===== src/rtl/ct_ifu_addrgen_mc.sv =====
// ct_ifu_addrgen_mc: multi-channel direct-branch target check for the IFU IB stage.
// Recomputes base + sext(offset) for each branch channel, flags the oldest channel whose
// predicted target is wrong, and issues a pipeline redirect, an L0 BTB fix-up and a
// main-BTB update. Main-BTB updates are buffered in a small fall-through FIFO so that
// back-pressure from the BTB write port never delays the redirect.
// Ports:
//   forever_cpuclk / cpurst        : clock, asynchronous active-high reset
//   ibdp_addrgen_*                 : per-channel branch info (valid, base, offset, predicted
//                                    target, BTB lookup PC, L0 hit and one-hot L0 entry)
//   lbuf_addrgen_*                 : loop-buffer gating of branch checks
//   pcgen_addrgen_cancel           : flush, blocks the next redirect
//   btb_addrgen_upd_ready          : BTB write port accepts the queue head
//   addrgen_pcgen_* / addrgen_xx_pcload / addrgen_ibctrl_cancel / addrgen_mispred_ch : redirect
//   addrgen_btb_*                  : BTB update queue head
//   addrgen_l0_btb_*               : L0 BTB fix-up
//   ifu_hpcp_btb_*                 : performance events
module ct_ifu_addrgen_mc #(
    parameter int unsigned PC_WIDTH     = 64,
    parameter int unsigned OFFSET_WIDTH = 28,
    parameter int unsigned NUM_CH       = 2,
    parameter int unsigned BTB_IDX_W    = 10,
    parameter int unsigned BTB_TAG_W    = 10,
    parameter int unsigned TGT_W        = 20,
    parameter int unsigned L0_ENTRIES   = 16,
    parameter int unsigned UPDQ_DEPTH   = 4
) (
    input  logic                                   forever_cpuclk,
    input  logic                                   cpurst,
    input  logic [NUM_CH-1:0]                      ibdp_addrgen_branch_valid,
    input  logic [NUM_CH*(PC_WIDTH-1)-1:0]         ibdp_addrgen_branch_base,
    input  logic [NUM_CH*OFFSET_WIDTH-1:0]         ibdp_addrgen_branch_offset,
    input  logic [NUM_CH*(PC_WIDTH-1)-1:0]         ibdp_addrgen_branch_result,
    input  logic [NUM_CH*(PC_WIDTH-1)-1:0]         ibdp_addrgen_btb_index_pc,
    input  logic [NUM_CH-1:0]                      ibdp_addrgen_l0_btb_hit,
    input  logic [NUM_CH*L0_ENTRIES-1:0]           ibdp_addrgen_l0_btb_hit_entry,
    input  logic                                   lbuf_addrgen_active_state,
    input  logic                                   lbuf_addrgen_cache_state,
    input  logic                                   lbuf_addrgen_chgflw_mask,
    input  logic                                   pcgen_addrgen_cancel,
    input  logic                                   btb_addrgen_upd_ready,
    output logic                                   addrgen_pcgen_pcload,
    output logic                                   addrgen_xx_pcload,
    output logic                                   addrgen_ibctrl_cancel,
    output logic [PC_WIDTH-2:0]                    addrgen_pcgen_pc,
    output logic [((NUM_CH > 1) ? $clog2(NUM_CH) : 1)-1:0] addrgen_mispred_ch,
    output logic                                   addrgen_btb_update_vld,
    output logic [BTB_IDX_W-1:0]                   addrgen_btb_index,
    output logic [BTB_TAG_W-1:0]                   addrgen_btb_tag,
    output logic [TGT_W-1:0]                       addrgen_btb_target_pc,
    output logic                                   addrgen_l0_btb_update_vld,
    output logic [3:0]                             addrgen_l0_btb_wen,
    output logic                                   addrgen_l0_btb_update_vld_bit,
    output logic [L0_ENTRIES-1:0]                  addrgen_l0_btb_update_entry,
    output logic [$clog2(NUM_CH+1)-1:0]            ifu_hpcp_btb_inst_cnt,
    output logic                                   ifu_hpcp_btb_mispred,
    output logic                                   ifu_hpcp_btb_upd_drop
);

    localparam int unsigned PCW   = PC_WIDTH - 1;
    localparam int unsigned OFF_W = OFFSET_WIDTH - 1;
    localparam int unsigned CH_W  = (NUM_CH > 1) ? $clog2(NUM_CH) : 1;
    localparam int unsigned CNT_W = $clog2(NUM_CH + 1);
    localparam int unsigned PTR_W = $clog2(UPDQ_DEPTH);
    localparam int unsigned OCC_W = $clog2(UPDQ_DEPTH + 1);

    typedef struct packed {
        logic [BTB_IDX_W-1:0] idx;
        logic [BTB_TAG_W-1:0] tag;
        logic [TGT_W-1:0]     tgt;
    } upd_t;

    // Stage 0: per-channel target recompute and BTB index/tag extraction
    logic                              gate;
    logic [NUM_CH-1:0]                 s0_vld;
    logic [NUM_CH-1:0]                 s0_mis;
    logic [NUM_CH-1:0][PCW-1:0]        s0_cal;
    logic [NUM_CH-1:0][BTB_IDX_W-1:0]  s0_idx;
    logic [NUM_CH-1:0][BTB_TAG_W-1:0]  s0_tag;

    assign gate = ~(lbuf_addrgen_active_state | lbuf_addrgen_cache_state | lbuf_addrgen_chgflw_mask);

    for (genvar c = 0; c < NUM_CH; c++) begin : g_ch
        logic [OFF_W-1:0] off;
        logic [PCW-1:0]   ipc;
        assign off       = ibdp_addrgen_branch_offset[c*OFFSET_WIDTH+1 +: OFF_W];
        assign ipc       = ibdp_addrgen_btb_index_pc[c*PCW +: PCW];
        assign s0_vld[c] = ibdp_addrgen_branch_valid[c] & gate;
        // Sized cast of a signed operand sign-extends; the add wraps at PCW bits.
        assign s0_cal[c] = ibdp_addrgen_branch_base[c*PCW +: PCW] + PCW'($signed(off));
        assign s0_mis[c] = (s0_cal[c] != ibdp_addrgen_branch_result[c*PCW +: PCW]);
        assign s0_idx[c] = ipc[BTB_IDX_W+2:3];
        assign s0_tag[c] = {ipc[BTB_IDX_W+BTB_TAG_W-1:BTB_IDX_W+3], ipc[2:0]};
    end

    // Upper index-PC bits and offset bit 0 carry no information for this block
    logic unused_ok;
    assign unused_ok = ^{ibdp_addrgen_branch_offset, ibdp_addrgen_btb_index_pc};

    // Stage 1 register: fields load only on a real, uncancelled capture
    logic                               s1_vld;
    logic [NUM_CH-1:0]                  s1_chvld;
    logic [NUM_CH-1:0]                  s1_mis;
    logic [NUM_CH-1:0][PCW-1:0]         s1_cal;
    logic [NUM_CH-1:0][BTB_IDX_W-1:0]   s1_idx;
    logic [NUM_CH-1:0][BTB_TAG_W-1:0]   s1_tag;
    logic [NUM_CH-1:0]                  s1_l0hit;
    logic [NUM_CH-1:0][L0_ENTRIES-1:0]  s1_l0ent;

    always_ff @(posedge forever_cpuclk or posedge cpurst) begin
        if (cpurst) begin
            s1_vld   <= 1'b0;
            s1_chvld <= '0;
            s1_mis   <= '0;
            s1_cal   <= '0;
            s1_idx   <= '0;
            s1_tag   <= '0;
            s1_l0hit <= '0;
            s1_l0ent <= '0;
        end else begin
            s1_vld <= (|s0_vld) & ~pcgen_addrgen_cancel;
            if ((|s0_vld) && !pcgen_addrgen_cancel) begin
                s1_chvld <= s0_vld;
                s1_mis   <= s0_mis;
                s1_cal   <= s0_cal;
                s1_idx   <= s0_idx;
                s1_tag   <= s0_tag;
                s1_l0hit <= ibdp_addrgen_l0_btb_hit;
                s1_l0ent <= ibdp_addrgen_l0_btb_hit_entry;
            end
        end
    end

    // Oldest mispredicting channel; count stops at it so younger channels are squashed
    logic [CH_W-1:0]  sel;
    logic             any_mis;
    logic [CNT_W-1:0] cnt;

    always_comb begin
        sel     = '0;
        any_mis = 1'b0;
        cnt     = '0;
        for (int unsigned c = 0; c < NUM_CH; c++) begin
            if (!any_mis) begin
                if (s1_chvld[c]) cnt = cnt + CNT_W'(1);
                if (s1_chvld[c] && s1_mis[c]) begin
                    any_mis = 1'b1;
                    sel     = CH_W'(c);
                end
            end
        end
    end

    logic pcload;
    logic l0_upd;

    assign pcload                        = s1_vld & any_mis;
    assign l0_upd                        = pcload & s1_l0hit[sel];
    assign addrgen_pcgen_pcload          = pcload;
    assign addrgen_xx_pcload             = pcload;
    assign addrgen_ibctrl_cancel         = pcload;
    assign addrgen_pcgen_pc              = s1_cal[sel];
    assign addrgen_mispred_ch            = pcload ? sel : '0;
    assign addrgen_l0_btb_update_vld     = l0_upd;
    assign addrgen_l0_btb_wen            = {l0_upd, 3'b000};
    assign addrgen_l0_btb_update_vld_bit = 1'b0;
    assign addrgen_l0_btb_update_entry   = l0_upd ? s1_l0ent[sel] : '0;
    assign ifu_hpcp_btb_inst_cnt         = s1_vld ? cnt : '0;
    assign ifu_hpcp_btb_mispred          = pcload;

    // BTB update FIFO; an empty queue passes the pushed entry straight to the head
    upd_t             mem [UPDQ_DEPTH];
    logic [PTR_W-1:0] rd_ptr;
    logic [PTR_W-1:0] wr_ptr;
    logic [OCC_W-1:0] occ;
    upd_t             push_data;
    upd_t             head;
    logic             empty;
    logic             full;
    logic             head_vld;
    logic             pop;
    logic             wr;
    logic             rd_adv;

    assign push_data = {s1_idx[sel], s1_tag[sel], s1_cal[sel][TGT_W-1:0]};
    assign empty     = (occ == '0);
    assign full      = (occ == OCC_W'(UPDQ_DEPTH));
    assign head_vld  = ~empty | pcload;
    assign head      = empty ? push_data : mem[rd_ptr];
    assign pop       = head_vld & btb_addrgen_upd_ready;
    // A bypassed entry (empty queue, consumed this cycle) is never stored
    assign wr        = pcload & ~(empty & pop) & (~full | pop);
    assign rd_adv    = pop & ~empty;

    assign addrgen_btb_update_vld = head_vld;
    assign addrgen_btb_index      = head.idx;
    assign addrgen_btb_tag        = head.tag;
    assign addrgen_btb_target_pc  = head.tgt;
    assign ifu_hpcp_btb_upd_drop  = pcload & full & ~pop;

    always_ff @(posedge forever_cpuclk or posedge cpurst) begin
        if (cpurst) begin
            rd_ptr <= '0;
            wr_ptr <= '0;
            occ    <= '0;
        end else begin
            if (wr)     wr_ptr <= wr_ptr + PTR_W'(1);
            if (rd_adv) rd_ptr <= rd_ptr + PTR_W'(1);
            occ <= occ + OCC_W'(wr) - OCC_W'(rd_adv);
        end
    end

    // Storage needs no reset: the occupancy count guards every read
    always_ff @(posedge forever_cpuclk) begin
        if (wr) mem[wr_ptr] <= push_data;
    end

endmodule


===== config.mk =====
export PLATFORM = sky130hd
export DESIGN_NAME = ct_ifu_addrgen_mc
export DESIGN_NICKNAME = d
export VERILOG_FILES = /design/src/rtl/ct_ifu_addrgen_mc.sv
export SDC_FILE = /design/constraint.sdc
export NUM_CORES = 1
export LEC_CHECK = 0
export CORE_AREA = 2 2 235 237
export CTS_CLUSTER_SIZE = 20
export DETAILED_ROUTE_END_ITERATION = 10
export DIE_AREA = 0 0 237 239
export DONT_BUFFER_PORTS = 1
export PLACE_DENSITY = 0.74
export SLEW_MARGIN = 20
export SYNTH_ARGS = -nofsm -noshare
export SYNTH_HDL_FRONTEND = slang
export SYNTH_SLANG_ARGS = --single-unit

===== constraint.sdc =====
create_clock -name forever_cpuclk -period 16.28 [get_ports forever_cpuclk]
set_input_delay 2.442 -clock forever_cpuclk [delete_from_list [all_inputs] [get_ports forever_cpuclk]]
set_output_delay 2.442 -clock forever_cpuclk [all_outputs]
set_load 0.03 [all_outputs]

==> run metrics <==
worst reg2reg path depth=11; GPL Wtd Cong=1.06; PwrDens=131 mW/mm2; skew final=0.0197 ns; Critical-path top delay cell=a2111oi_0; final setup vio count=0; CP endpoint=s1_mis[1]; cell depth of the worst setup path=15; number of port buffers=0; RSZ-0062 raised after global routing=no; htree depth=2; Pins Over Slew Limit=0; Peak Freq=0.141 GHz; GR Util met3=0.0927; Final nets=3680; slowest cell delay on critical path=0.92 ns; DR vias=24053; worst path bufs/invs=1; DR DRC count=0; met1 Use GR=0.442; Final HPWL DP=78.3 mm; Leak=11.7 nW; r2r endpoint=occ[2]; Layout area overhead=5.83%; Std-Cell Rows=86; Post-CTS Setup Bufs=0; met2 usage=0.534; crit path capture type=flip-flop; Hold Path Class=reg -> reg; crit path cell chain=ha_1 -> inv_1 -> fa_1 -> nor2b_1 -> o21ai_1 -> a211oi_1 -> o21a_1 -> or2_1 -> o21ai_0 -> a2111oi_0 -> nand4_1 -> nor4_1 -> o311ai_0 -> or4_1 -> o32a_1; Setup crit start kind=input pin; worst-case clock buffer depth=3; Pre-Repair DR Iteration Count=6; final hold vios=0; number of antenna violations at the first check in global routing=5; first-pass GRT wire length=144 mm; CTS root buf=clkbuf_16; area of the multi-input gates=0.0161 mm2; slew at the pin closest to its max-slew limit=1.13 ns; maximum vdd drop=0.0929 mV; status=completed; final setup TNS=0 ns; Worst slew margin=0.243; core area=0.0543 mm2; crit-path max FO=6; crit-path leading delay family=compound AO/OA/AOI/OAI gates; post-synthesis sequential area ratio=0.371; number of synthesis warnings=0; die height=239 um; DIE AREA=0.0566 mm2; clock transition at the registers of the reported paths=0.06 ns; ratio of cells with drive above 1 in the final layout=0.0690; R2R Setup Slk=12.42 ns; total clock sinks=372; pin count of the biggest net entering global routing=165; Max Cap Violations=0; 1st-iter DRT viols=2222; Ports=611; FFs w/ async S/R, synth=0.570; Worst Setup Path Type=in -> reg; vias in the first global route=22570; #FFs+latches synth=372; Skew-Pair Late Insertion Delay=0.57 ns; EDFF count, synth=160; Vias/cell=6.32; GRT Util Overall=0.340; FF-to-FF Start=s1_mis[0]; Post-CTS Resized=0; Req. time, crit path=16.73 ns; Yosys cell types=95; CTS tree=built; post-DR wirelength/cell=26.0 um; Final Util=0.530; syn_area_per_cell=8.51 um2; initial cell density of the core=0.501; cts hold-fix bufs=0; Setup crit start=ibdp_addrgen_branch_base[63]; antenna-violating nets left=0; Final min period=7.09 ns; cts bufs inserted=41; remaining global-route overflow=0; Filler cells=5061; gr busiest metal=met2; synthesized area=0.0272 mm2; CP arrival=7.54 ns; storage element area=0.0101 mm2; Die Wd=237 um; total wire length=99.0 mm; Synth Instances=3202; period utilization=0.435; Primary FF master, synth=dfrtp_1
==> cell type report <==
class                   instances  share of cell area
multi-input cells            2593               0.560
flip-flops and latches        372               0.351
clock buffers                  54              0.0387
well taps                     704              0.0306
clock inverters                21             0.00838
inverters                      43             0.00603
repair buffers                 18             0.00512
diodes                          2            0.000174
==> flip-flops by register name (all words and copies together), names as in the netlist <==
signal    count
occ           3
s1_idx       20
s1_vld        1
s1_tag       20
s1_chvld      2
s1_l0hit      2
s1_mis        2
wr_ptr        2
rd_ptr        2
mem         160
s1_l0ent     32
s1_cal      126
==> cell usage after synthesis, types with 30 or more instances <==
| cell type | n | area share |
|---|---|---|
| nor2_1 | 158 | 0.022 |
| ha_1 | 131 | 0.060 |
| nand2_1 | 882 | 0.12 |
| mux2_2 | 57 | 0.024 |
| inv_1 | 42 | 0.0058 |
| a21oi_1 | 215 | 0.040 |
| nor3_1 | 60 | 0.011 |
| nand3_1 | 46 | 0.0085 |
| o21ai_0 | 179 | 0.033 |
| nand4_1 | 76 | 0.017 |
| xor2_1 | 102 | 0.033 |
| o21ai_1 | 41 | 0.0075 |
| mux4_2 | 40 | 0.033 |
| xnor2_1 | 143 | 0.046 |
| nor4_1 | 30 | 0.0069 |
| clkbuf_1 | 129 | 0.018 |
| edfxtp_1 | 160 | 0.18 |
| dfrtp_1 | 212 | 0.19 |
==> kinds of logic after synthesis <==
family | synth area share
AND/OR/NAND/NOR | 0.224
AO/OA/AOI/OAI | 0.161
flip-flops | 0.371
XOR/XNOR | 0.0830
buffers and inverters | 0.0385
adder cells (fa/ha/maj) | 0.0624
multiplexers | 0.0596
other | 0.000138
==> worst min-delay path by stage <==
stage                     start  slack, ns  depth (start not counted)     endpoint
floorplan            s1_cal[20]       0.44                          2   s1_cal[20]
global placement     s1_cal[83]       0.45                          2   s1_cal[83]
detailed placement    s1_cal[5]       0.46                          2    s1_cal[5]
CTS                   s1_cal[5]       0.47                          2    s1_cal[5]
global route        s1_l0ent[2]       0.49                          2  s1_l0ent[2]
finish                s1_cal[5]       0.47                          2    s1_cal[5]
==> routing by layer <==
| layer | wire [um] | up-vias |
|---|---|---|
| met4 | 4710 | 8 |
| met2 | 44700 | 1172 |
| li1 | - | 11117 |
| met5 | 46 | - |
| met1 | 39600 | 11538 |
| met3 | 9970 | 218 |
==> worst min-delay path: stages, from the launching register on <==
cell	delay, ns
dfrtp_1	0.34
nand2_1	0.05
nand2_1	0.05
==> report_power, final <==
group / leakage, nW / switching, mW / total [mW] / internal, mW
combinational: 6.96 / 1.09 / 1.57 / 0.476
clock: 0.660 / 0.391 / 0.929 / 0.538
sequential: 4.11 / 0.111 / 1.28 / 1.17
total: 11.7 / 1.59 / 3.77 / 2.18
==> stage by stage <==
stage	setup slack (ns)	total power [mW]	hold WS, ns	instance area (um2)	instances
5_1_grt	9.09	3.96	0.491	28800	3807
6_report	9.19	3.77	0.465	28800	3807
3_5_place_dp	8.91	2.84	0.455	27500	3730
2_1_floorplan	8.04	2.46	0.439	27200	3205
4_1_cts	9.51	3.78	0.468	28800	3805
3_3_place_gp	9.03	2.83	0.453	27500	3730
==> layout by cell type, fill, tap and decap left out, types with 20 or more instances in the layout <==
cell	n
a21o_1	26
o21ai_0	179
nand3_1	45
nand2_1	882
o21ai_1	41
inv_1	41
edfxtp_1	160
xnor2_1	143
nor2b_1	20
nor4_1	30
nand2b_1	22
mux4_2	40
a31oi_1	20
ha_1	131
clkbuf_16	41
o21a_1	26
nor3_1	60
nand4_1	76
a21oi_1	214
nor2_1	158
dfrtp_1	210
o21bai_1	20
xor2_1	102
mux2_2	57
Note: power is estimated with default switching activity, not from simulation.
